<file path="src/rtl/alu_control_memory_access.sv">
// ALU function decode plus the memory-access stage: 64-bit data memory,
// writeback source select, branch resolution and pipeline register capture.
module alu_control_memory_access #(
    parameter int MEM_WORDS = 32
) (
    input  logic        clk,
    input  logic        rst_n,
    input  logic [31:0] Instruction,
    input  logic [1:0]  ALUOp,
    output logic [3:0]  ALUInstr,
    input  logic [63:0] branchAddress,
    input  logic [63:0] Results,
    input  logic [63:0] Data2,
    input  logic        zero,
    input  logic        B,
    input  logic        BZ,
    input  logic        BNZ,
    input  logic        MemRead,
    input  logic        MemWrite,
    input  logic        MemToReg,
    input  logic        RegWrite,
    output logic [63:0] oldBranchAddress,
    output logic        PCSrc,
    output logic        oldRegWrite,
    output logic [63:0] Data2Write,
    output logic [4:0]  Reg2Write
);
    localparam int AW = $clog2(MEM_WORDS);

    logic [63:0]   mem [MEM_WORDS];
    logic [AW-1:0] idx;
    logic [10:0]   opc;
    logic          unused_ok;

    assign opc = Instruction[31:21];
    // Byte offset and any bits above the memory depth are dropped, so addresses wrap.
    assign idx = Results[AW+2:3];
    // The read path is always live; MemRead carries no information here.
    assign unused_ok = ^{MemRead, Instruction[20:5], Results[63:AW+3], Results[2:0]};

    always_comb begin
        ALUInstr = 4'b1111;
        case (ALUOp)
            2'b00: ALUInstr = 4'b0010;
            2'b01: ALUInstr = 4'b0111;
            2'b10: begin
                case (opc)
                    11'b10001011000: ALUInstr = 4'b0010;
                    11'b11001011000: ALUInstr = 4'b0110;
                    11'b10001010000: ALUInstr = 4'b0000;
                    11'b10101010000: ALUInstr = 4'b0001;
                    default:         ALUInstr = 4'b1111;
                endcase
            end
            default: begin
                case (opc[10:1])
                    10'b1001000100: ALUInstr = 4'b0010;
                    10'b1101000100: ALUInstr = 4'b0110;
                    10'b1001001000: ALUInstr = 4'b0000;
                    10'b1011001000: ALUInstr = 4'b0001;
                    default:        ALUInstr = 4'b1111;
                endcase
            end
        endcase
    end

    always_ff @(posedge clk or negedge rst_n) begin
        if (!rst_n) begin
            for (int i = 0; i < MEM_WORDS; i++) mem[i] <= '0;
        end else if (MemWrite) begin
            mem[idx] <= Data2;
        end
    end

    // mem[idx] is sampled before this edge's write lands: read-before-write.
    always_ff @(posedge clk or negedge rst_n) begin
        if (!rst_n) begin
            oldBranchAddress <= '0;
            PCSrc            <= 1'b0;
            oldRegWrite      <= 1'b0;
            Data2Write       <= '0;
            Reg2Write        <= '0;
        end else begin
            oldBranchAddress <= branchAddress;
            PCSrc            <= B | (BZ & zero) | (BNZ & ~zero);
            oldRegWrite      <= RegWrite;
            Data2Write       <= MemToReg ? mem[idx] : Results;
            Reg2Write        <= Instruction[4:0];
        end
    end
endmodule

</file>
<file path="config.mk">
export PLATFORM = sky130hd
export DESIGN_NAME = alu_control_memory_access
export DESIGN_NICKNAME = d
export VERILOG_FILES = /design/src/rtl/alu_control_memory_access.sv
export SDC_FILE = /design/constraint.sdc
export NUM_CORES = 2
export LEC_CHECK = 0
export CORE_MARGIN = 5
export CORE_UTILIZATION = 40
export DETAILED_ROUTE_END_ITERATION = 16
export PLACE_DENSITY = 0.67
export SLEW_MARGIN = 20
export SYNTH_ARGS = -nofsm -noshare
export SYNTH_HDL_FRONTEND = slang
export SYNTH_SLANG_ARGS = --single-unit
</file>
<file path="constraint.sdc">
create_clock -name clk -period 2.3 [get_ports clk]
set_input_delay 0.23 -clock clk [delete_from_list [all_inputs] [get_ports clk]]
set_output_delay 0.23 -clock clk [all_outputs]
set_load 0.01 [all_outputs]
</file>
======== After elaboration in Yosys (flattened, before gate mapping) ========
Index checks and enable logic that the tools add are counted.
word-level totals
  flip-flop bits (word level) ............. 2183
  input port bits ......................... 236
  word-level logic and storage cells ...... 67
operators by class
  magnitude comparators ................... 2
  eq/ne operators ......................... 10
  muxes and demuxes ....................... 10
  bitwise operators ....................... 6
  reductions and logical operators ........ 2
operators with widths
  kind                                                                   count
  2048-bit bitwise mux                                                   1
  64-bit binary-select mux with 5-bit select                             1
  64-bit demux with 5-bit select                                         1
  64-bit 2-to-1 mux                                                      4
  11-bit == test (second input constant)                                 4
  10-bit == test (second input constant)                                 4
  4-bit case mux with 4 select lines                                     2
  4-bit case mux with 3 select lines                                     1
  6-bit >= comparator (second input constant)                            1
  6-bit by 1-bit < comparator with 1-bit output (second input constant)  1
  5-bit inverter with 6-bit output                                       1
  1-bit AND                                                              2
  2-bit by 1-bit == test with 1-bit output (second input constant)       1
  2-bit == test (second input constant)                                  1
  2-bit logical NOT                                                      1
  1-bit bitwise OR                                                       2
  1-bit logical AND                                                      1
  1-bit inverter                                                         1

======== Longest topological paths before layout ========
  depth in word-level cells ............... 6
  gate-level depth with buffers ........... 9
  mapped depth without buffers ............ 5

======== Worst setup path after synthesis ========
OpenSTA, ideal clock, no wires.
  path kind ............................... input to register
  start point ............................. input port Results[4]
  end point ............................... register Data2Write[36]
  arrival ................................. 1805 ps
  path slack .............................. 359 ps
  cell stages on the path ................. 8
  buffers on the path ..................... 3
  path through ............................ buf_2 -> buf_2 -> buf_1 -> mux2i_1 -> o22ai_1 -> a211o_1 -> nor4_1 -> a31oi_1
between the ends
  word-level cells in the longest chain between the ends .. 5
ends and longest elaborated chain
  element                                                 RTL line  RTL
  start, declared                                         12        input logic [63:0] Results,
  5-bit inverter with 6-bit output (implied by the code)  87        Data2Write <= MemToReg ? mem[idx] : Results;
  64-bit binary-select mux with 5-bit select              87
  64-bit 2-to-1 mux (implied by the code) (2 in series)   87
  64-bit 2-to-1 mux                                       87
  end signal, assigned                                    87
  end, declared                                           25        output logic [63:0] Data2Write,
No other way between the ends. The select of a mux whose other input is x is not followed.
A chain may end at the register's enable or synchronous reset.

======== Worst setup path after layout ========
  start point ............................. input port Instruction[26]
  end point ............................... output port ALUInstr[1]
between the ends
  word-level cells in the longest chain between the ends .. 3
  elaborated cells on any way between the ends .. 11
  classes of those cells .................. eq/ne: 8; mux: 3
ends and longest elaborated chain
  element                                                       RTL line  RTL
  start, declared                                               8         input logic [31:0] Instruction,
  11-bit == test / 10-bit == test (equally long branches)       47, 56
  4-bit case mux with 4 select lines, on equally long branches  47, 56
  4-bit case mux with 3 select lines *                          43        case (ALUOp)
  end, declared                                                 10        output logic [3:0] ALUInstr,
Every way passes the cells marked *; elsewhere a longest branch is shown, timed or not.

==> results by group <==
CTS
  – H-tree Lvls: 4
  – Clock sink count: ~2200
  – CTS tree: yes
  – Clk slew on worst S/H paths: ~0.060 ns
  – CTS Root Cell: clkbuf_16
  – CTS Buffer Depth: 3
  – Num CTS Buffers: 224
  – Worst skew pair latency: 0.90 ns

Drt
  – Max layer used: met5
  – Pre-antenna DRT Iters: 5
  – DRT iter0 DRCs: ~4800
  – Routed Antenna Nets: 0
  – Drt total wl: between 200000 and 300000 um
  – Vias/cell: 5.69
  – Met2 wire length: 140000 um
  – M1 WL: roughly 130000 um
  – DR DRC count: 0
  – Routed wl met3: 16100 um
  – Overall via count from detail_route: 60100
  – DR WL/cell: 27.7 um

Place
  – GPL Wtd Cong: 0.821
  – Placed cell count: 10000
  – PortBufs: 357
  – DP HPWL: 186000 um
  – Placed Area: 109000 um^2

Critical path
  – CP Depth: 7
  – Crit path kind: input pin to output port
  – Most frequent CP cell: clkdlybuf4s50_1
  – CP Buf/Inv Count: 3
  – Worst path arrival time: 2.02 ns
  – Reg2reg path depth: 5
  – CP cell instances: clkdlybuf4s50_1 -> nor3_2 -> nand3b_1 -> buf_4 -> o21ai_0 -> nand3_1 -> clkdlybuf4s50_1
  – Slowest CP cell: clkdlybuf4s50_1
  – Data required time of the worst path: 2.07 ns
  – Slowest cell delay on critical path: 0.49 ns
  – CP max FO: 2
  – Startpoint type of the worst setup path: input pin
  – Crit path max-delay family: buffers and inverters
  – Setup crit end kind: output port

Power
  – Sw Ratio: 25.0%
  – Switching power: around 25 mW
  – Clock Power Share: 36.7%
  – Pwr Density: about 860 nW/um^2
  – Int Power: roughly 77 mW
  – Peak VDD IR: between 600 and 700 uV
  – Sequential fraction of design power: 48.2%
  – Comb pwr share: about 15%
  – Total leakage power: roughly 53 nW

Synthesis
  – Syn Inst Count: between 6000 and 7000
  – Asr flop ratio synth: 100%
  – Post-Syn Area: 97100 um^2
  – FF+latch count, synth: 2183
  – Avg Inst Size Synth: 14.9 um^2
  – Top_reg_cell synth: dfrtp_1
  – Cell taking the most area after synthesis: dfrtp_1
  – Ys Warns: 0
  – Mapped Nets: 6728
  – Count of cell types in the netlist: 55
  – Top cells by area, synth: dfrtp_1 56%, mux2_2 19%, mux2i_1 6.5%
  – Area share of the largest cell type after synthesis: 56.3%
  – Sequential area share after synthesis: 56.3%
  – Post-synth EDFFs: 0

Global routing
  – Global route total overflow: 0
  – GR Util All Layers: roughly 23%
  – Initial antenna violation count: 14
  – Largest net degree at the start of global routing: 110
  – Vias in the first global route: 64200
  – First-pass GRT wire length: around 430000 um

Finish
  – Final Non-Filler Cells: approximately 11000
  – Most common cell after layout, fill and taps aside: dfrtp_1
  – Syn-to-layout area delta: 21.5%
  – Cell area after layout: roughly 120000 um^2
  – Nets: 7431
  – Most frequent cells in the layout: 2182 x dfrtp_1, 1622 x mux2_2, 627 x mux2i_1, 427 x mux2_1, 385 x buf_4
  – Layout cells sized above 1: 39.0%

STA
  – Max_slew headroom: 30.4%
  – Final hold violations: 0
  – Pins over their slew limit: 0
  – Hold_ws: around 0.045 ns
  – Final Critical Period: 2.25 ns
  – Unrepaired setup endpoints after global routing: no
  – Worst-margin pin slew: around 1.0 ns
  – Fin crit share: a little over nine tenths
  – F_max: 445 MHz
  – Final setup fails: 0
  – Clk_skew: 0.0618 ns

Floorplanning
  – Starting density of the core: 40.3%
  – Core Region: around 240000 um^2
  – Die span in y: 503 um
  – Boundary pin count: 375
  – DIE WIDTH: 503 um
  – Die ar.: between 200000 and 300000 um^2
  – Rows: 180

Run status
  – Outcome: finished, final reports clean

Worst hold path
  – Worst hold stages: 3
  – HP Class: input pin to flip-flop

Run
  – Maxcap violations: 0
per-layer routing:
layer / vias up / track usage, %
li1: 25300 / -
met1: 32600 / 31.6
met2: 1706 / 37.4
met3: 519 / 3.78
met4: 6 / 8.00
met5: - / 0
flip-flops by register name, indices dropped and copies added (netlist names):
name / cells
Data2Write: 64
PCSrc: 1
mem: 2048
oldRegWrite: 1
Reg2Write: 5
oldBranchAddress: 64
worst reg2reg max path, delay by kind of cell, from the launching register on:
family                 cells  cell delay (ns)
and+or+nand+nor            1             0.23
muxes                      1             0.47
buffers and inverters      1             0.57
DFF                        1             0.38
AOI/OAI and AO/OA          2             0.43
cell usage after synthesis (5+ instances only):
master,count
mux2_1,427
clkbuf_1,265
nor2_4,6
nor2_2,12
o22ai_1,273
a22oi_1,41
nand3_1,8
nor2b_1,7
a31oi_1,38
nand2b_1,19
nor3_1,28
dfrtp_1,2183
a41oi_1,23
buf_6,97
buf_1,8
buf_2,205
mux2_2,1622
nor2_8,8
or4b_1,5
o21ai_0,42
a211oi_1,40
a21oi_1,27
mux4_2,198
buf_4,44
nand2_1,26
mux2i_1,627
nor4_1,36
nor2_1,103
a211o_1,17
nand4bb_1,5
power groups by stage:
stage                     clock, mW  combinational (mW)  sequential [mW]
final                          37.4                15.4             49.2
after global routing           39.6                16.8             50.0
after CTS                      38.1                15.6             49.2
after detailed placement          0                15.3             49.8
after global placement            0                14.8             49.3
after floorplan                   0                10.4             48.7
cell families after synthesis:
group / share of synthesized area (%)
buffers and inverters: 3.59
muxes: 34.8
and+or+nand+nor: 1.82
AOI/OAI and AO/OA: 3.48
DFF: 56.3
through the flow:
step                      util [%]  worst slack, ns  TNS (ns)  power [mW]
after floorplan                  -            0.359         0        59.1
after detailed placement      45.3           -0.539    -18.30        65.2
final                         49.0           0.0519         0         102
after global placement        45.3           -0.526    -18.80        64.1
after CTS                     48.9          0.00520         0         103
after global routing          48.9          0.00151         0         106
final timing paths:
| check | slack (ns) | endpoint | from |
|---|---|---|---|
| setup / recovery | 0.05 | ALUInstr[1] | Instruction[26] |
| hold / removal | 0.05 | Data2Write[54]$_DFF_PN0_ | Results[54] |
| setup reg to reg | 0.11 | Data2Write[56]$_DFF_PN0_ | mem[632]$_DFFE_PN0P_ |
| hold reg to reg | 0.48 | mem[824]$_DFFE_PN0P_ | mem[824]$_DFFE_PN0P_ |
| max in group asynchronous | 1.24 | mem[834]$_DFFE_PN0P_ | rst_n |
| min in group asynchronous | 0.24 | mem[1542]$_DFFE_PN0P_ | rst_n |
final cells by class:
type,count,area [um^2]
Inverter,2,7.51
Multi-Input combinational cell,3688,39200
Clock buffer,343,6670
Fill cell,20400,123000
Tap cell,3185,3990
Antenna cell,5,12.5
Timing Repair Buffer,1096,12500
Sequential cell,2183,54600
Clock inverter,65,921
timing repair:
item,CTS,global route
resized for setup,8,5
hold endpoints to repair,1834,0
endpoints found under the setup margin,4,4
hold buffers,108,0
setup buffers,1,0
pin swaps,1,3
Note: power is estimated with default switching activity, not from simulation.
